===== src/rtl/serial_loader.sv =====
// serial_loader: receives a length-prefixed program image over an 8N1 serial
// line and streams it into program RAM, then pulses run to start the CPU.
// Image format: len[7:0], len[15:8], then len data bytes written at 0..len-1.
module serial_loader #(
  parameter int CLKS_PER_BIT = 16,
  parameter int ADDR_W       = 16
) (
  input  logic              clk,
  input  logic              rst_n,
  input  logic              rxd,
  output logic              wr_en,
  output logic [ADDR_W-1:0] wr_addr,
  output logic [7:0]        wr_data,
  output logic              busy,
  output logic              done,
  output logic              run,
  output logic              err
);

  localparam int CW = $clog2(CLKS_PER_BIT);
  localparam logic [CW-1:0] HALF_M1 = CW'(CLKS_PER_BIT / 2 - 1);
  localparam logic [CW-1:0] FULL_M1 = CW'(CLKS_PER_BIT - 1);

  typedef enum logic [1:0] {R_IDLE, R_START, R_DATA, R_STOP} rx_state_t;
  typedef enum logic [1:0] {H_LO, H_HI, DATA, DONE} img_state_t;

  // Synchronizer flops (idle-high line, so they reset to 1)
  logic rx_meta_q, rxs_q;

  // Bit receiver state
  rx_state_t     rx_state_q, rx_state_d;
  logic [CW-1:0] cnt_q, cnt_d;
  logic [2:0]    bit_idx_q, bit_idx_d;
  logic [7:0]    shift_q, shift_d;
  logic          byte_v;
  logic          frame_err;

  // Image state
  img_state_t        img_q, img_d;
  logic [15:0]       len_q, len_d;
  logic [15:0]       idx_q, idx_d;
  logic              wr_en_q, wr_en_d;
  logic [ADDR_W-1:0] wr_addr_q, wr_addr_d;
  logic [7:0]        wr_data_q, wr_data_d;
  logic              busy_q, busy_d;
  logic              done_q, done_d;
  logic              run_q, run_d;
  logic              err_q, err_d;

  // Bring the asynchronous serial line into the clk domain
  always_ff @(posedge clk or negedge rst_n) begin
    if (!rst_n) begin
      rx_meta_q <= 1'b1;
      rxs_q     <= 1'b1;
    end else begin
      rx_meta_q <= rxd;
      rxs_q     <= rx_meta_q;
    end
  end

  // Bit timing: sample mid-bit; byte_v/frame_err fire in the stop-sample cycle
  always_comb begin
    rx_state_d = rx_state_q;
    cnt_d      = cnt_q + CW'(1);
    bit_idx_d  = bit_idx_q;
    shift_d    = shift_q;
    byte_v     = 1'b0;
    frame_err  = 1'b0;
    case (rx_state_q)
      R_IDLE: begin
        cnt_d = '0;
        if (!rxs_q) rx_state_d = R_START;
      end
      R_START: begin
        if (cnt_q == HALF_M1) begin
          cnt_d     = '0;
          bit_idx_d = '0;
          rx_state_d = rxs_q ? R_IDLE : R_DATA;
        end
      end
      R_DATA: begin
        if (cnt_q == FULL_M1) begin
          cnt_d     = '0;
          shift_d   = {rxs_q, shift_q[7:1]};
          bit_idx_d = bit_idx_q + 3'd1;
          if (bit_idx_q == 3'd7) rx_state_d = R_STOP;
        end
      end
      R_STOP: begin
        if (cnt_q == FULL_M1) begin
          cnt_d      = '0;
          rx_state_d = R_IDLE;
          if (rxs_q) byte_v    = 1'b1;
          else       frame_err = 1'b1;
        end
      end
      default: rx_state_d = R_IDLE;
    endcase
  end

  // Image parsing: header, sequential RAM writes, and the run handshake
  always_comb begin
    img_d     = img_q;
    len_d     = len_q;
    idx_d     = idx_q;
    wr_en_d   = 1'b0;
    wr_addr_d = wr_addr_q;
    wr_data_d = wr_data_q;
    busy_d    = busy_q;
    done_d    = done_q;
    run_d     = 1'b0;
    err_d     = err_q;

    // run fires exactly once: the first cycle DONE is seen while done is still low
    if (img_q == DONE && !done_q) begin
      run_d  = 1'b1;
      done_d = 1'b1;
    end

    if (frame_err) begin
      err_d = 1'b1;
      // A loaded image is final; a bad frame after it only raises err
      if (img_q != DONE) begin
        img_d     = H_LO;
        idx_d     = '0;
        wr_addr_d = '0;
        busy_d    = 1'b0;
      end
    end else if (byte_v) begin
      case (img_q)
        H_LO: begin
          len_d[7:0] = shift_q;
          busy_d     = 1'b1;
          img_d      = H_HI;
        end
        H_HI: begin
          len_d[15:8] = shift_q;
          idx_d       = '0;
          if ({shift_q, len_q[7:0]} == 16'd0) begin
            img_d  = DONE;
            busy_d = 1'b0;
          end else begin
            img_d = DATA;
          end
        end
        DATA: begin
          wr_en_d   = 1'b1;
          wr_data_d = shift_q;
          wr_addr_d = ADDR_W'(idx_q);
          idx_d     = idx_q + 16'd1;
          if (idx_q == len_q - 16'd1) begin
            img_d  = DONE;
            busy_d = 1'b0;
          end
        end
        default: ;
      endcase
    end
  end

  // State registers for the receiver and the image FSM
  always_ff @(posedge clk or negedge rst_n) begin
    if (!rst_n) begin
      rx_state_q <= R_IDLE;
      cnt_q      <= '0;
      bit_idx_q  <= '0;
      shift_q    <= '0;
      img_q      <= H_LO;
      len_q      <= '0;
      idx_q      <= '0;
      wr_en_q    <= 1'b0;
      wr_addr_q  <= '0;
      wr_data_q  <= '0;
      busy_q     <= 1'b0;
      done_q     <= 1'b0;
      run_q      <= 1'b0;
      err_q      <= 1'b0;
    end else begin
      rx_state_q <= rx_state_d;
      cnt_q      <= cnt_d;
      bit_idx_q  <= bit_idx_d;
      shift_q    <= shift_d;
      img_q      <= img_d;
      len_q      <= len_d;
      idx_q      <= idx_d;
      wr_en_q    <= wr_en_d;
      wr_addr_q  <= wr_addr_d;
      wr_data_q  <= wr_data_d;
      busy_q     <= busy_d;
      done_q     <= done_d;
      run_q      <= run_d;
      err_q      <= err_d;
    end
  end

  assign wr_en   = wr_en_q;
  assign wr_addr = wr_addr_q;
  assign wr_data = wr_data_q;
  assign busy    = busy_q;
  assign done    = done_q;
  assign run     = run_q;
  assign err     = err_q;

endmodule


===== config.mk =====
export PLATFORM = sky130hd
export DESIGN_NAME = serial_loader
export DESIGN_NICKNAME = d
export VERILOG_FILES = /design/src/rtl/serial_loader.sv
export SDC_FILE = /design/constraint.sdc
export NUM_CORES = 1
export LEC_CHECK = 0
export BUFFER_PORTS_ARGS = -buffer_cell sky130_fd_sc_hd__buf_2
export CORE_ASPECT_RATIO = 0.9
export CORE_MARGIN = 5
export CORE_UTILIZATION = 39
export DETAILED_ROUTE_END_ITERATION = 6
export PLACE_DENSITY = 0.68
export SYNTH_ARGS = -nofsm -noshare
export SYNTH_HDL_FRONTEND = slang
export SYNTH_SLANG_ARGS = --single-unit

===== constraint.sdc =====
create_clock -name clk -period 2.8 [get_ports clk]
set_clock_uncertainty 0.15 [all_clocks]
set_input_delay 0.56 -clock clk [delete_from_list [all_inputs] [get_ports clk]]
set_output_delay 0.56 -clock clk [all_outputs]
set_load 0.005 [all_outputs]

### Word level (Yosys, flattened, before mapping)

Index checks and enable logic that the tools add are counted.

| operators by class | value |
|---|---|
| add/subtract/negate cells | 4 |
| equality and inequality tests | 19 |
| muxes and demuxes | 42 |
| bitwise operators | 1 |
| reduce and logical (&&, ||, !) cells | 21 |

Operators with widths:

| kind | number |
|---|---|
| $mux W16 | 6 |
| $pmux W16 S2 | 1 |
| $mux W2 | 10 |
| $reduce_and A3 Y1 | 6 |
| $add A16 B1 Y16 const B | 1 |
| $eq A16 B16 Y1 | 1 |
| $logic_not A16 Y1 | 1 |
| $mux W1 | 16 |
| $sub A16 B1 Y16 const B | 1 |
| $ne A2 B2 Y1 const B | 6 |
| $pmux W4 S3 | 1 |
| $reduce_and A5 Y1 | 2 |
| $eq A2 B2 Y1 const B | 4 |
| $mux W4 | 2 |
| $pmux W2 S4 | 1 |
| $mux W3 | 2 |
| $ne A3 B3 Y1 const B | 2 |
| $pmux W2 S3 | 1 |
| $pmux W3 S2 | 1 |
| $reduce_bool A2 Y1 | 3 |
| $add A4 B1 Y4 const B | 1 |
| $eq A2 B1 Y1 const B | 2 |
| $eq A4 B3 Y1 const B | 1 |
| $eq A4 B4 Y1 const B | 1 |
| other kinds (13) | 14 |

| word-level totals | value |
|---|---|
| bits in registers | 82 |
| bits of input ports | 3 |
| output and inout bits | 29 |
| word-level logic and storage cells | 104 |

### Longest topological paths before layout

| logic depth | value |
|---|---|
| word-level depth | 6 |
| gate-level depth with buffers | 10 |
| depth with buffers taken out | 9 |

### Least setup slack after synthesis

Ideal clock, no wire load.

| path | value |
|---|---|
| kind | register -> register |
| start | register len_q[8] |
| end | register busy_q (netlist: busy) |
| library setup time | 0.087 ns |
| arrival | 2.534 ns |
| data required time | 2.563 ns |
| path slack | 0.029 ns |
| cell stages (with the launch flop) | 8 |
| buffers on the path | 0 |
| period minus slack after synthesis | 2.771 ns |
| cell sequence | dfrtp_1 -> or4_4 -> or3_1 -> or4_1 -> a22oi_1 -> nand3_1 -> or3_4 -> o211ai_1 |

| between the ends | value |
|---|---|
| longest elaborated chain between the ends | 4 |

RTL lines:

| what | line | source |
|---|---|---|
| start, declared | 40 | `logic [15:0] len_q, len_d;` |
| start signal, assigned | 184 | `len_q <= len_d;` |
| $sub A16 B1 Y16 | 151 | `if (idx_q == len_q - 16'd1) begin` |
| $eq A16 B16 Y1 | 151 |  |
| $ne A3 B3 Y1 (no line) | n/a |  |
| $reduce_and A5 Y1 (no line) | n/a |  |
| end signal, assigned | 189 | `busy_q <= busy_d;` |
| end, declared | 45 | `logic busy_q, busy_d;` |

Every way passes these cells.
A chain may end at the register's enable or synchronous reset.

### Worst setup path after layout

| path | value |
|---|---|
| start | register len_q[8] |
| end | register img_q[1] |

| between the ends | value |
|---|---|
| longest elaborated chain between the ends | 4 |

RTL lines:

| what | line | source |
|---|---|---|
| $sub A16 B1 Y16 | 151 |  |
| $eq A16 B16 Y1 | 151 |  |
| $ne A3 B3 Y1 (no line) | n/a |  |
| $reduce_and A4 Y1 (no line) | n/a |  |
| end signal, assigned | 183 | `img_q <= img_d;` |
| end, declared | 39 | `img_state_t img_q, img_d;` |

Every way passes these cells.

==> out/results.txt <==
In this run the core area contains 35 standard-cell rows. Summed over all cells, the static leakage comes to 2.290 nW. The number of buffers created by CTS came out at 9. Before antenna repair, the detailed router went through 4 iterations. Port buffering added 31 buffers.

The tools report the critical path data arrival time as 2.80 ns. Portion of total power attributed to sequential cells: 0.466. The detail route stage leaves a number of antenna-violating nets equal to 0. The number of antenna diodes in the final layout is 0. The deepest level of the CTS H-tree is 3, and the number of stages on the worst setup path is 7. STA classifies the critical path startpoint as a flop.

The initial antenna violation count is 0. The largest individual stage delay along the critical path comes from the cell or4_4. The tools report the combinational group share of total power as 0.158. Kind of capture point of the worst setup path: a flop. The largest net degree at the start of global routing was 48. The synthesized flop and latch total works out to 82. The proportion of power drawn by the clock network was 0.375; the number of global-route vias before repair was 3066.

The ratio of final minimum period to clock period is 0.9617, and the post-synthesis cell area is 4129 um2. The all-layer global routing usage is 0.1500. For the cell area after layout, the log shows 4828 um2. The actual transition at the worst max-transition pin is 0.5341 ns, and the worst slew slack as a fraction of its limit is 0.6418.

The number of clock sinks is 82, and the overall die area is 12750 um2. The analysis attributes to net switching a power of 0.8107 mW. The worst flop-to-flop path endpoint is img_q[1]. The CTS clock-pin slew for the worst setup and hold paths is 0.06 ns, and the total chip power is 2.878 mW. For the gate count after technology mapping, the log shows 406.

The warning count from the yosys run is 0. Setup repair after global routing could not meet its margin everywhere. The worst path buffer plus inverter count works out to 0.

At the end of routability-driven placement, the weighted congestion stood at 0.8822. The post-place instance area came out at 4528 um2. The power density relative to cell area works out to 596.0 nW/um2. For the worst setup path, the data required time is 2.91 ns.

For the wire length after detailed routing, the log shows 9.231 mm. The highest net fanout along the worst path was 3. The number of different library cells used by synthesis comes to 51. The type of the setup path with the least slack is reg2reg. First-pass GRT wire length: 15.53 mm. TritonCTS built the clock tree. The die is 107.6 um tall. The net count after synthesis is 419.

Counting the fill cells in the layout gives 957. The HPWL reported at the end of detailed placement is 6.618 mm, and the total of endpoints with negative setup slack in the final report is 0. After detailed routing, the number of vias per cell comes to 5.513.

The run gives 0 as the final max-slew violation count. Following the worst setup path forward leads to its endpoint at img_q[1]. The logs give 0 for the number of hold-repair buffers added at the cts stage and -0.04816 ns for the placement-stage worst setup slack.

Dividing the synthesized area by the synthesized cell count gives 10.17 um2. IR analysis of the VDD net gives a maximum drop of 0.4731 mV. The run gives 257 as the violation count after the first detailed-route iteration. The signal on the critical path passes through or4_4, or3_4, or4_4, a22oi_2, nand3_1, or3_4, o211ai_1. The kind of cell with the highest combined delay on the critical path was simple AND/OR/NAND/NOR gates. Prevailing post-synth register cell: dfrtp_1. The reg2reg setup slack came out at 0.11 ns. The kind of path behind the tightest hold check is in2async. The run gives 0.4012 as the effective utilization at floorplan. Origin of the worst setup path: len_q[8].

The tools report the total global routing overflow as 0. The flow ran to the end, and the final reports show no timing, DRC or antenna violations. Internal power comes to 2.067 mW. Derived from the worst setup path, the maximum achievable clock frequency is 371.4 MHz. The fraction of layout cells with a size suffix above 1 is 0.2301, and the layout net count is 460. Launching point of the worst reg2reg path: len_q[8]. The logs give 0.34 ns for the later-pin clock latency in the skew report and 0 for the final routed DRC violation total. The run gives 0 as the number of violations of the max-capacitance limit. The switching part of the total power came out at 0.2817.

The share of flip-flops with an asynchronous set or reset came out at 1.000. The logs give 0.4692 for the post-layout utilization of the core and 32 for the count of pins on the block boundary. For the finished layout, the period the worst path requires is 2.693 ns. For this block, the via count after detailed routing is 3203.

The longest clock path from root to sink contains 2 buffers. The core box area is 10290 um2, and the chip width is 118.5 um. The count of flip-flops with a built-in enable after synthesis is 0, and the logic depth of the worst register-to-register path is 7. The synthesis-to-layout area growth came out at 16.94%. Adding up every negative setup slack in the final design gives 0 ns.

The tools report the fraction of the yosys area taken by sequential cells as 0.4976. The worst-case setup margin in the final layout was 0.1071 ns; the hold violation count in the final report was 0. The maximum cell stage delay along the critical path works out to 0.53 ns.

The clock root buffer is clkbuf_16. Dividing the detail-routed wire length by the instance count gives 15.89 um.
==> cells in the final DEF (no fill, tap or decap), types with 9 or more instances in the layout <==
master     Yosys  layout
dfrtp_1       80      80
nand2_1       49      49
buf_2          0      30
mux2_2        25      25
o21ai_0       24      24
buf_4          0      21
nor2_1        20      20
a22o_1        16      16
xnor2_1       14      14
nand3_1       13      13
nand4_1       13      13
inv_1         11      11
a31oi_1       10      10
ha_1          10      10
a21oi_1        9       9
xor2_1         9       9
clkbuf_16      0       9
==> power by group through the flow <==
stage / Clock (mW) / Combinational [mW] / Sequential, mW
floorplan: 0 / 0.322 / 1.34
CTS: 1.10 / 0.453 / 1.34
detailed placement: 0 / 0.451 / 1.36
global placement: 0 / 0.437 / 1.36
finish: 1.08 / 0.455 / 1.34
global route: 1.14 / 0.518 / 1.35
==> synth_stat cells (4+ instances only) <==
library cell | instances | area [um2]
or3_1 | 6 | 37.54
dfrtp_1 | 80 | 2002
nand4_1 | 13 | 81.33
o211ai_1 | 4 | 30.03
a22o_1 | 16 | 140.1
and3_1 | 5 | 31.28
nor3_1 | 8 | 40.04
o21ai_0 | 24 | 120.1
clkbuf_1 | 19 | 71.32
mux2_2 | 25 | 281.5
nor2_1 | 20 | 75.07
a31oi_1 | 10 | 62.56
nand2b_1 | 4 | 25.02
xor2_1 | 9 | 78.83
nand2_1 | 49 | 183.9
a21oi_1 | 9 | 45.04
inv_1 | 11 | 41.29
ha_1 | 10 | 125.1
nand3_1 | 13 | 65.06
xnor2_1 | 14 | 122.6
==> state kept, by name, summed over array words and instances (netlist names), 2 cells and up, named ones only <==
| name | cells |
|---|---|
| shift_q | 8 |
| wr_data | 8 |
| wr_addr | 16 |
| len_q | 16 |
| idx_q | 16 |
| bit_idx_q | 3 |
| img_q | 2 |
| cnt_q | 4 |
==> cells by family (layout without fill, tap and decap cells) <==
kind of cell / Yosys count / after routing / synth area share
multiplexers: 28 / 28 / 0.07545
AO/OA/AOI/OAI: 83 / 83 / 0.1327
AND/OR/NAND/NOR: 147 / 147 / 0.1852
buffers and inverters: 33 / 79 / 0.03000
adder cells (fa/ha/maj): 10 / 10 / 0.03030
XOR/XNOR: 23 / 23 / 0.04879
flip-flops: 82 / 82 / 0.4976
==> per-layer routing <==
| metal | routed length (um) | vias up | GRT usage |
|---|---|---|---|
| li1 | - | 1540 | - |
| met1 | 4499 | 1566 | 0.2116 |
| met2 | 4041 | 89 | 0.2253 |
| met3 | 562 | 8 | 0.03626 |
| met4 | 128 | 0 | 0.05263 |
| met5 | 0 | - | 0 |
==> worst min-delay path by stage <==
stage                     slack [ns]  depth (start not counted)                    endpoint       from
final                           0.03                          1                    idx_q[0]      rst_n
after global routing            0.07                          1                 wr_addr[14]      rst_n
after CTS                       0.04                          1                    idx_q[0]      rst_n
after detailed placement        0.20                          0                       rxs_q  rx_meta_q
after global placement          0.20                          0                       rxs_q  rx_meta_q
after floorplan                 0.11                          0  asynchronous set/reset pin      rst_n
==> metrics by stage <==
stage | instances | hold slack [ns]
after floorplan | 406 | 0.1144
after global placement | 564 | 0.1958
after detailed placement | 564 | 0.2011
after CTS | 580 | 0.03863
after global routing | 581 | 0.07042
final | 581 | 0.03107
==> area by class of cell <==
type	instances	area, um2	area share
clock inverters	6	43.79	0.009070
clock buffers	10	229.0	0.04742
repair buffers	52	327.8	0.06789
inverters	11	41.29	0.008551
flip-flops and latches	82	2054	0.4255
well taps	129	161.4	0.03343
multi-input cells	291	1971	0.4081
==> timing repair <==
action	4_1_cts	5_1_grt
endpoints found under the setup margin	3	5
setup buffers	0	1
endpoints found under the hold margin	0	0
resized for setup	1	4
pin swaps	3	5
(Power assumes the default switching activity.)
